<file path="config.mk">
export PLATFORM = sky130hd
export DESIGN_NAME = crc_mem_scheduler
export DESIGN_NICKNAME = d
export VERILOG_FILES = /design/src/rtl/crc_mem_scheduler.sv
export SDC_FILE = /design/constraint.sdc
export NUM_CORES = 1
export LEC_CHECK = 0
export CORE_AREA = 2 2 53 55
export CTS_CLUSTER_SIZE = 24
export DETAILED_ROUTE_END_ITERATION = 10
export DIE_AREA = 0 0 55 57
export HOLD_SLACK_MARGIN = 0.08
export PLACE_DENSITY = 0.5
export RECOVER_POWER = 100
export SYNTH_ARGS = -nofsm -noshare
export SYNTH_HDL_FRONTEND = slang
export SYNTH_SLANG_ARGS = --single-unit
</file>
<file path="constraint.sdc">
create_clock -name clk -period 3.66 [get_ports clk]
set_input_delay 0.366 -clock clk [delete_from_list [all_inputs] [get_ports clk]]
set_output_delay 0.366 -clock clk [all_outputs]
set_load 0.03 [all_outputs]
</file>
<file path="src/rtl/crc_mem_scheduler.sv">
// Scheduler for a shared serial CRC engine: arbitrates encode (write) and check (read) requests.
// Optional macro CRC_READ_RETRY_EN: one automatic re-read after a failed CRC check.
module crc_mem_scheduler #(
    parameter int SHIFT_CYCLES = 12,
    parameter int CNT_W        = 4
) (
    input  logic       clk,
    input  logic       rst,
    input  logic       i_wr_req,
    input  logic       i_rd_req,
    input  logic       i_syndrome_zero,
    output logic       o_wr_gnt,
    output logic       o_rd_gnt,
    output logic       o_mem_rd_en,
    output logic       o_load_en,
    output logic       o_shift_en,
    output logic       o_mem_wr_en,
    output logic       o_busy,
    output logic       o_rd_valid,
    output logic       o_rd_err,
    output logic [2:0] o_dbg_state
);

    // Requests are levels: a requester holds its req until it sees the one-cycle gnt pulse.
    typedef enum logic [2:0] {
        IDLE  = 3'd0,
        FETCH = 3'd1,
        LOAD  = 3'd2,
        SHIFT = 3'd3,
        WRITE = 3'd4,
        CHECK = 3'd5
    } state_t;

    localparam logic [CNT_W-1:0] LAST_CNT = CNT_W'(SHIFT_CYCLES - 1);

    state_t           r_state;
    logic [CNT_W-1:0] r_count;
    logic             r_op_rd;
    logic             r_last_rd;
    logic             r_wr_gnt;
    logic             r_rd_gnt;
    logic             r_mem_rd_en;
    logic             r_load_en;
    logic             r_shift_en;
    logic             r_mem_wr_en;
    logic             r_busy;
    logic             r_rd_valid;
    logic             r_rd_err;
`ifdef CRC_READ_RETRY_EN
    logic             r_retry;
`endif

    // Strobe outputs are registered decodes of the state being left, so each lags its state by one cycle.
    always_ff @(posedge clk or posedge rst) begin
        if (rst) begin
            r_state     <= IDLE;
            r_count     <= '0;
            r_op_rd     <= 1'b0;
            r_last_rd   <= 1'b1;
            r_wr_gnt    <= 1'b0;
            r_rd_gnt    <= 1'b0;
            r_mem_rd_en <= 1'b0;
            r_load_en   <= 1'b0;
            r_shift_en  <= 1'b0;
            r_mem_wr_en <= 1'b0;
            r_busy      <= 1'b0;
            r_rd_valid  <= 1'b0;
            r_rd_err    <= 1'b0;
`ifdef CRC_READ_RETRY_EN
            r_retry     <= 1'b0;
`endif
        end else begin
            r_wr_gnt    <= 1'b0;
            r_rd_gnt    <= 1'b0;
            r_mem_rd_en <= (r_state == FETCH);
            r_load_en   <= (r_state == LOAD);
            r_shift_en  <= (r_state == SHIFT);
            r_mem_wr_en <= (r_state == WRITE);
            r_busy      <= (r_state != IDLE);
            r_rd_valid  <= 1'b0;
            r_rd_err    <= 1'b0;
            case (r_state)
                IDLE: begin
`ifdef CRC_READ_RETRY_EN
                    r_retry <= 1'b0;
`endif
                    // On a tie the side not granted last wins.
                    if (i_wr_req && (!i_rd_req || r_last_rd)) begin
                        r_wr_gnt  <= 1'b1;
                        r_op_rd   <= 1'b0;
                        r_last_rd <= 1'b0;
                        r_state   <= LOAD;
                    end else if (i_rd_req) begin
                        r_rd_gnt  <= 1'b1;
                        r_op_rd   <= 1'b1;
                        r_last_rd <= 1'b1;
                        r_state   <= FETCH;
                    end
                end
                FETCH: r_state <= LOAD;
                LOAD: begin
                    r_count <= '0;
                    r_state <= SHIFT;
                end
                SHIFT: begin
                    if (r_count == LAST_CNT) begin
                        r_state <= r_op_rd ? CHECK : WRITE;
                    end else begin
                        r_count <= r_count + CNT_W'(1);
                    end
                end
                WRITE: r_state <= IDLE;
                CHECK: begin
`ifdef CRC_READ_RETRY_EN
                    if (!i_syndrome_zero && !r_retry) begin
                        r_retry <= 1'b1;
                        r_state <= FETCH;
                    end else begin
                        r_retry    <= 1'b0;
                        r_rd_valid <= 1'b1;
                        r_rd_err   <= ~i_syndrome_zero;
                        r_state    <= IDLE;
                    end
`else
                    r_rd_valid <= 1'b1;
                    r_rd_err   <= ~i_syndrome_zero;
                    r_state    <= IDLE;
`endif
                end
                default: r_state <= IDLE;
            endcase
        end
    end

    assign o_wr_gnt    = r_wr_gnt;
    assign o_rd_gnt    = r_rd_gnt;
    assign o_mem_rd_en = r_mem_rd_en;
    assign o_load_en   = r_load_en;
    assign o_shift_en  = r_shift_en;
    assign o_mem_wr_en = r_mem_wr_en;
    assign o_busy      = r_busy;
    assign o_rd_valid  = r_rd_valid;
    assign o_rd_err    = r_rd_err;
    assign o_dbg_state = r_state;

endmodule

</file>
==> impl_metrics.py, run 1 <==
metrics = {
    "outcome": {
        "status": "finished, final reports clean",
    },
    "routing": {
        "drt_pass1_iterations": 3,
        "routed_wl_um": 1310,
        "vias": 528,
        "remaining_drc_errors": 0,
        "via_per_inst": 4.67,
        "ant_nets": 0,
        "wire_per_inst_um": 11.5,
        "drtIter0Drc": 5,
    },
    "global_routing": {
        "grt_pass1_vias": 498,
        "grt_start_max_net_pins": 19,
        "grt_antenna_before_repair": 0,
        "grt_overflow": 0,
        "grt_pass1_wl_um": 2140,
        "grt.total_usage_pct": 9.64,
    },
    "yosys": {
        "synthSimpleGateAreaFrac_pct": 17.1,
        "avgSynthCellArea_um2": 11.9,
        "yosys-mux-area-fraction_pct": 4.19,
        "async_flop_share_pct": 100,
        "netlist_area_um2": 747,
        "synth-edff-count": 0,
        "ys_ff_latch": 18,
        "ys_warn_count": 0,
        "synth_top_family_by_area": "simple AND/OR/NAND/NOR gates",
        "synth_xor_area_share_pct": 0,
        "synth_cell_types": 30,
        "synth.yosys.seq_area_share_pct": 60.5,
        "synth_adder_area_share_pct": 1.68,
        "ys.flop_type": "dfrtp_1",
        "synth_compound_area_share_pct": 12.4,
        "synthCells": 63,
        "synth_nets": 69,
    },
    "setup_path": {
        "slowest_delay_ps": 800,
        "worstPathCellList": "dlygate4sd3_1",
        "r2r-end": "o_dbg_state[0]$_DFFE_PP0P_",
        "required_ps": 3290,
        "r2r_start": "o_dbg_state[0]$_DFFE_PP0P_",
        "cp_top_family": "buffers and inverters",
        "crit_buf_inv": 1,
        "slowest_stage": "dlygate4sd3_1",
        "worstPathMaxFanout": 14,
        "cp-start-kind": "flip-flop",
        "r2r_slack_ps": 1710,
        "crit_type": "flip-flop to output pin",
        "reg2reg_depth": 4,
        "cp_data_arrival_time_ps": 1670,
        "endpoint_kind": "output pin",
    },
    "cts": {
        "cts-buffers-inserted": 3,
        "postCtsHoldBufs": 0,
        "clk_pin_slew_ps": 100,
        "cts_root_buf": "clkbuf_4",
        "post_cts_resized": 0,
        "clock_path_buffers": 2,
        "post_cts_buffers": 0,
        "cts.sinks": 18,
        "cts_tree": "yes",
        "htree_levels": 1,
        "insertion_delay_ps": 290,
    },
    "floorplanning": {
        "dieArea_mm2": 0.00314,
        "die_x_um": 55,
        "chipHeight_um": 57,
        "start_util_pct": 28.6,
        "core_mm2": 0.00262,
        "io_pins": 17,
        "rows": 19,
    },
    "worst_hold_path": {
        "hold_start": "r_count[0]$_DFFE_PP0P_",
        "hold_class": "flip-flop to flip-flop",
        "min_path_cells": 1,
        "hold_path_end": "r_count[0]$_DFFE_PP0P_",
    },
    "finish": {
        "n_antenna_cell": 0,
        "fin_nets": 89,
        "final_area_um2": 962,
        "drive_gt1_share_pct": 9.76,
        "fill_cells": 274,
        "area_growth_pct": 28.8,
    },
    "sta": {
        "min_period_ps": 2030,
        "worstMarginPinSlew_ps": 649,
        "setup_tns_ps": 0,
        "drv_slew": 0,
        "grt_setup_unrepaired": "no",
        "max_freq_mhz": 492,
        "fin_crit_sh_pct": 55.6,
        "finalSetupViolations": 0,
        "finClkSkew_ps": 0.648,
        "maxSlewHeadroom_pct": 56.7,
        "hold_viol": 0,
    },
    "place": {
        "gp_congestion": 0.688,
        "io_buffers": 16,
        "placed_area_um2": 941,
        "detailed_place_hpwl_um": 936,
    },
    "pwr": {
        "power_density_mw_per_mm2": 733,
        "finalPower_w": 0.000705,
        "vdd_ir_drop_max_uv": 279,
        "p_leak_nw": 0.451,
    },
    "run": {
        "drv_cap": 0,
    },
}
-- registers in the layout (all words and copies together), names as in the netlist --
name,cells
r_op_rd,1
o_shift_en,1
o_load_en,1
o_dbg_state,3
o_wr_gnt,1
o_busy,1
o_mem_rd_en,1
o_rd_err,1
o_rd_valid,1
o_mem_wr_en,1
o_rd_gnt,1
r_count,4
r_last_rd,1
-- placed cells by master, fill, tap and decap left out, drive strengths merged --
cell           instances
dfrtp                 17
dlygate4sd3           13
inv                    6
o21ai                  5
a21oi                  4
clkbuf                 4
a31oi                  3
clkdlybuf4s50          3
mux2i                  2
nor2b                  2
nor2                   2
nor3b                  2
and3b                  2
nand2b                 2
nand3b                 1
and2                   1
or2b                   1
o41ai                  1
nor3                   1
clkinv                 1
mux2                   1
a211oi                 1
a21o                   1
nand2                  1
and3                   1
nand3                  1
or3                    1
ha                     1
dfstp                  1
-- final cells by class --
cell class,instances,area [µm²],share of cell area (%)
clock buffer,4,36.3,3.77
inverter,7,26.3,2.73
multi-input combinational,37,249,25.9
sequential,18,452,46.9
tap,31,38.8,4.03
timing repair buffer,16,160,16.6
-- per-stage QoR --
stage / util [%] / cells / hold slack (ps) / setup WS (ps)
after floorplan: - / 63 / 304 / 2210
after global routing: 36.8 / 113 / 546 / 1550
after CTS: 37.4 / 113 / 481 / 1610
after detailed placement: 36.0 / 109 / 511 / 1950
after global placement: 36.0 / 109 / 481 / 1960
final: 36.8 / 113 / 519 / 1630
-- worst max-delay path by stage --
stage / from / endpoint / cells past startpoint
5_1_grt: o_dbg_state[0]$_DFFE_PP0P_ / o_dbg_state[0] / 1
4_1_cts: o_dbg_state[0]$_DFFE_PP0P_ / o_dbg_state[0] / 1
2_1_floorplan: o_dbg_state[2]$_DFFE_PP0P_ / o_dbg_state[0]$_DFFE_PP0P_ / 4
3_3_place_gp: o_dbg_state[0]$_DFFE_PP0P_ / o_dbg_state[0] / 1
3_5_place_dp: o_dbg_state[0]$_DFFE_PP0P_ / o_dbg_state[0] / 1
6_report: o_dbg_state[0]$_DFFE_PP0P_ / o_dbg_state[0] / 1
-- cells by family (layout without fill, tap and decap cells) --
| kind of cell | after synthesis | count (layout) |
|---|---|---|
| flops | 18 | 18 |
| simple gates | 18 | 18 |
| compound gates | 15 | 15 |
| buf+inv | 8 | 27 |
| mux | 3 | 3 |
| fa+ha+maj | 1 | 1 |
-- per-layer routing --
metal	share of wire, %	GRT usage [%]	routed length (µm)	vias up
met5	0	0	0	-
met4	3.0	6.27	39	0
met3	5.4	3.14	70	5
met2	47	14.3	611	16
met1	45	11.8	584	250
li1	-	-	-	257
-- where the power goes --
part / total, W / switching (W) / leakage [nW] / internal (W)
sequential: 0.000312 / 0.0000511 / 0.224 / 0.000261
combinational: 0.000270 / 0.000156 / 0.206 / 0.000115
clock: 0.000123 / 0.0000618 / 0.0210 / 0.0000607
total: 0.000705 / 0.000269 / 0.451 / 0.000437
-- Yosys cell counts, drive strengths merged (2+ instances only) --
cell type / instances / area [µm²]
mux2i: 2 / 20.0
and3b: 2 / 18.8
a31oi: 3 / 18.8
nor2: 2 / 7.51
a21oi: 4 / 23.8
dfrtp: 17 / 425
nand2b: 2 / 15.0
nor3b: 2 / 15.0
nor2b: 2 / 12.5
inv: 7 / 26.3
o21ai: 5 / 25.0
No activity file was read; power rests on OpenSTA's default activity.
==> inputs of run 2 (changes only) <==
clock period = 2.05 ns   (was 3.66 ns; I/O delays follow)
==> run 2 against run 1 <==
Net effect: register-to-register slack got worse by 1500 ps; final cell count unchanged; largest power group unchanged; first-iteration DRC count is 40% higher; hold slack got worse by 85 ps; sequential cell count is the same; global-route usage barely moved; power up 77%; count of clock-buffer cells in the layout did not move; clock power rose by 73%; highest routed layer unchanged; worst setup slack lost 1400 ps; largest cell class unchanged.
==> impl_metrics.py, run 2 (same netlist as run 1, synthesis figures left out) <==
metrics = {
    "sta": {
        "finClkSkew_ps": 3.85,
        "hold-worst-slack_ps": 434,
        "min_period_ps": 1860,
        "drv_slew": 0,
        "finalSetupViolations": 0,
        "maxSlewHeadroom_pct": 55.1,
        "finalWorstSetupSlack_ps": 193,
        "worstMarginPinSlew_ps": 669,
        "grt_setup_unrepaired": "no",
        "max_freq_mhz": 538,
        "setup_tns_ps": 0,
        "fin_crit_sh_pct": 90.6,
        "hold_viol": 0,
    },
    "finish": {
        "final_common_cell": "dfrtp_1",
        "fill_cells": 280,
        "fin_nets": 89,
        "mostFrequentLayoutCells": "dfrtp_1, dlygate4sd3_1, inv_1",
        "area_growth_pct": 28.8,
        "largest_reg_flops": 4,
        "regMostFlops": "r_count",
        "drive_gt1_share_pct": 11.0,
        "n_antenna_cell": 0,
        "stdcell_count": 113,
    },
    "setup_path": {
        "cp.depth": 1,
        "endpoint_kind": "output pin",
        "reg2reg_depth": 4,
        "worstPathCellList": "dlygate4sd3_1",
        "r2r-end": "o_dbg_state[0]$_DFFE_PP0P_",
        "slowest_stage": "dlygate4sd3_1",
        "required_ps": 1850,
        "crit_type": "flip-flop to output pin",
        "crit_path_end": "o_dbg_state[0]",
        "crit_buf_inv": 1,
        "cp-start-kind": "flip-flop",
        "slowest_delay_ps": 800,
        "r2r_start": "o_dbg_state[0]$_DFFE_PP0P_",
        "cp-startpoint": "o_dbg_state[0]$_DFFE_PP0P_",
        "worstPathMaxFanout": 14,
        "r2r_slack_ps": 220,
        "cp_top_family": "buffers and inverters",
        "cp_data_arrival_time_ps": 1650,
    },
    "cts": {
        "cts-buffers-inserted": 3,
        "clk_pin_slew_ps": 100,
        "post_cts_resized": 0,
        "clock_path_buffers": 2,
        "cts.sinks": 18,
        "postCtsHoldBufs": 0,
        "post_cts_buffers": 0,
        "cts_root_buf": "clkbuf_4",
        "htree_levels": 1,
        "insertion_delay_ps": 290,
        "cts_tree": "yes",
    },
    "worst_hold_path": {
        "hold_class": "input pin to asynchronous set/reset pin",
    },
    "run": {
        "drv_cap": 0,
    },
    "routing": {
        "wire_per_inst_um": 11.3,
        "drt_pass1_iterations": 4,
        "via_per_inst": 4.69,
        "vias": 530,
        "ant_nets": 0,
        "routed_wl_um": 1280,
        "drtIter0Drc": 7,
        "remaining_drc_errors": 0,
    },
    "floorplanning": {
        "rows": 19,
        "io_pins": 17,
        "chipHeight_um": 57,
        "core_mm2": 0.00262,
        "die_x_um": 55,
        "start_util_pct": 28.6,
        "dieArea_mm2": 0.00314,
    },
    "place": {
        "io_buffers": 16,
        "gp_congestion": 0.695,
        "place_ws_ps": 499,
        "place_inst": 109,
    },
    "pwr": {
        "finalPower_w": 0.00125,
        "vdd_ir_drop_max_uv": 480,
        "power_density_mw_per_mm2": 1300,
        "p_leak_nw": 0.452,
    },
    "outcome": {
        "status": "finished, final reports clean",
    },
    "global_routing": {
        "grt_pass1_wl_um": 2150,
        "grt_start_max_net_pins": 19,
        "grt_overflow": 0,
        "grt_pass1_vias": 532,
        "grt.total_usage_pct": 9.68,
        "grt_antenna_before_repair": 0,
    },
}
## run 2: cell types whose count changed in the layout (fill, tap and decap cells not counted), sizes merged
cell    delta
clkinv     -1
inv        +1
## run 2: final cells by class
class | instances | area, µm² | area share [%]
Clock buffer | 4 | 36.3 | 3.77
Inverter | 7 | 26.3 | 2.73
Multi-Input combinational cell | 37 | 249 | 25.9
Sequential cell | 18 | 452 | 46.9
Tap cell | 31 | 38.8 | 4.03
Timing Repair Buffer | 16 | 160 | 16.6
## run 2: worst min path at each step
stage | start | end | slack [ps] | cells after the start
final | rst | o_rd_valid$_DFF_PP0_ | 430 | 2
after CTS | rst | o_dbg_state[1]$_DFFE_PP0P_ | 330 | 2
after global placement | r_count[3]$_DFFE_PP0P_ | r_count[2]$_DFFE_PP0P_ | 480 | 1
after global routing | i_syndrome_zero | o_rd_err$_DFF_PP0_ | 420 | 2
after floorplan | rst | o_busy$_DFF_PP0_ | 140 | 1
after detailed placement | r_count[3]$_DFFE_PP0P_ | r_count[2]$_DFFE_PP0P_ | 500 | 1
## run 2: stage by stage
stage,util [%],cell area [µm²]
final,36.8,962
after global routing,36.8,962
after CTS,37.4,977
after detailed placement,36.0,941
after global placement,36.0,941
after floorplan,-,747
## run 2: power breakdown
group / switching, W / internal [W] / leakage (nW)
Combinational: 0.000277 / 0.000205 / 0.207
Clock: 0.000105 / 0.000108 / 0.0210
Sequential: 0.0000880 / 0.000467 / 0.224
## run 2: per-layer routing
layer,share of wire [%],global-route usage [%]
met1,46,11.7
met2,44,14.5
met3,7.0,3.14
met4,3.1,6.27
met5,0,0
==> inputs of run 3 (changes only) <==
SLEW_MARGIN = 10   (was default)
==> results of run 3 <==
The final DEF is identical to that of run 2; final timing and power are the same.
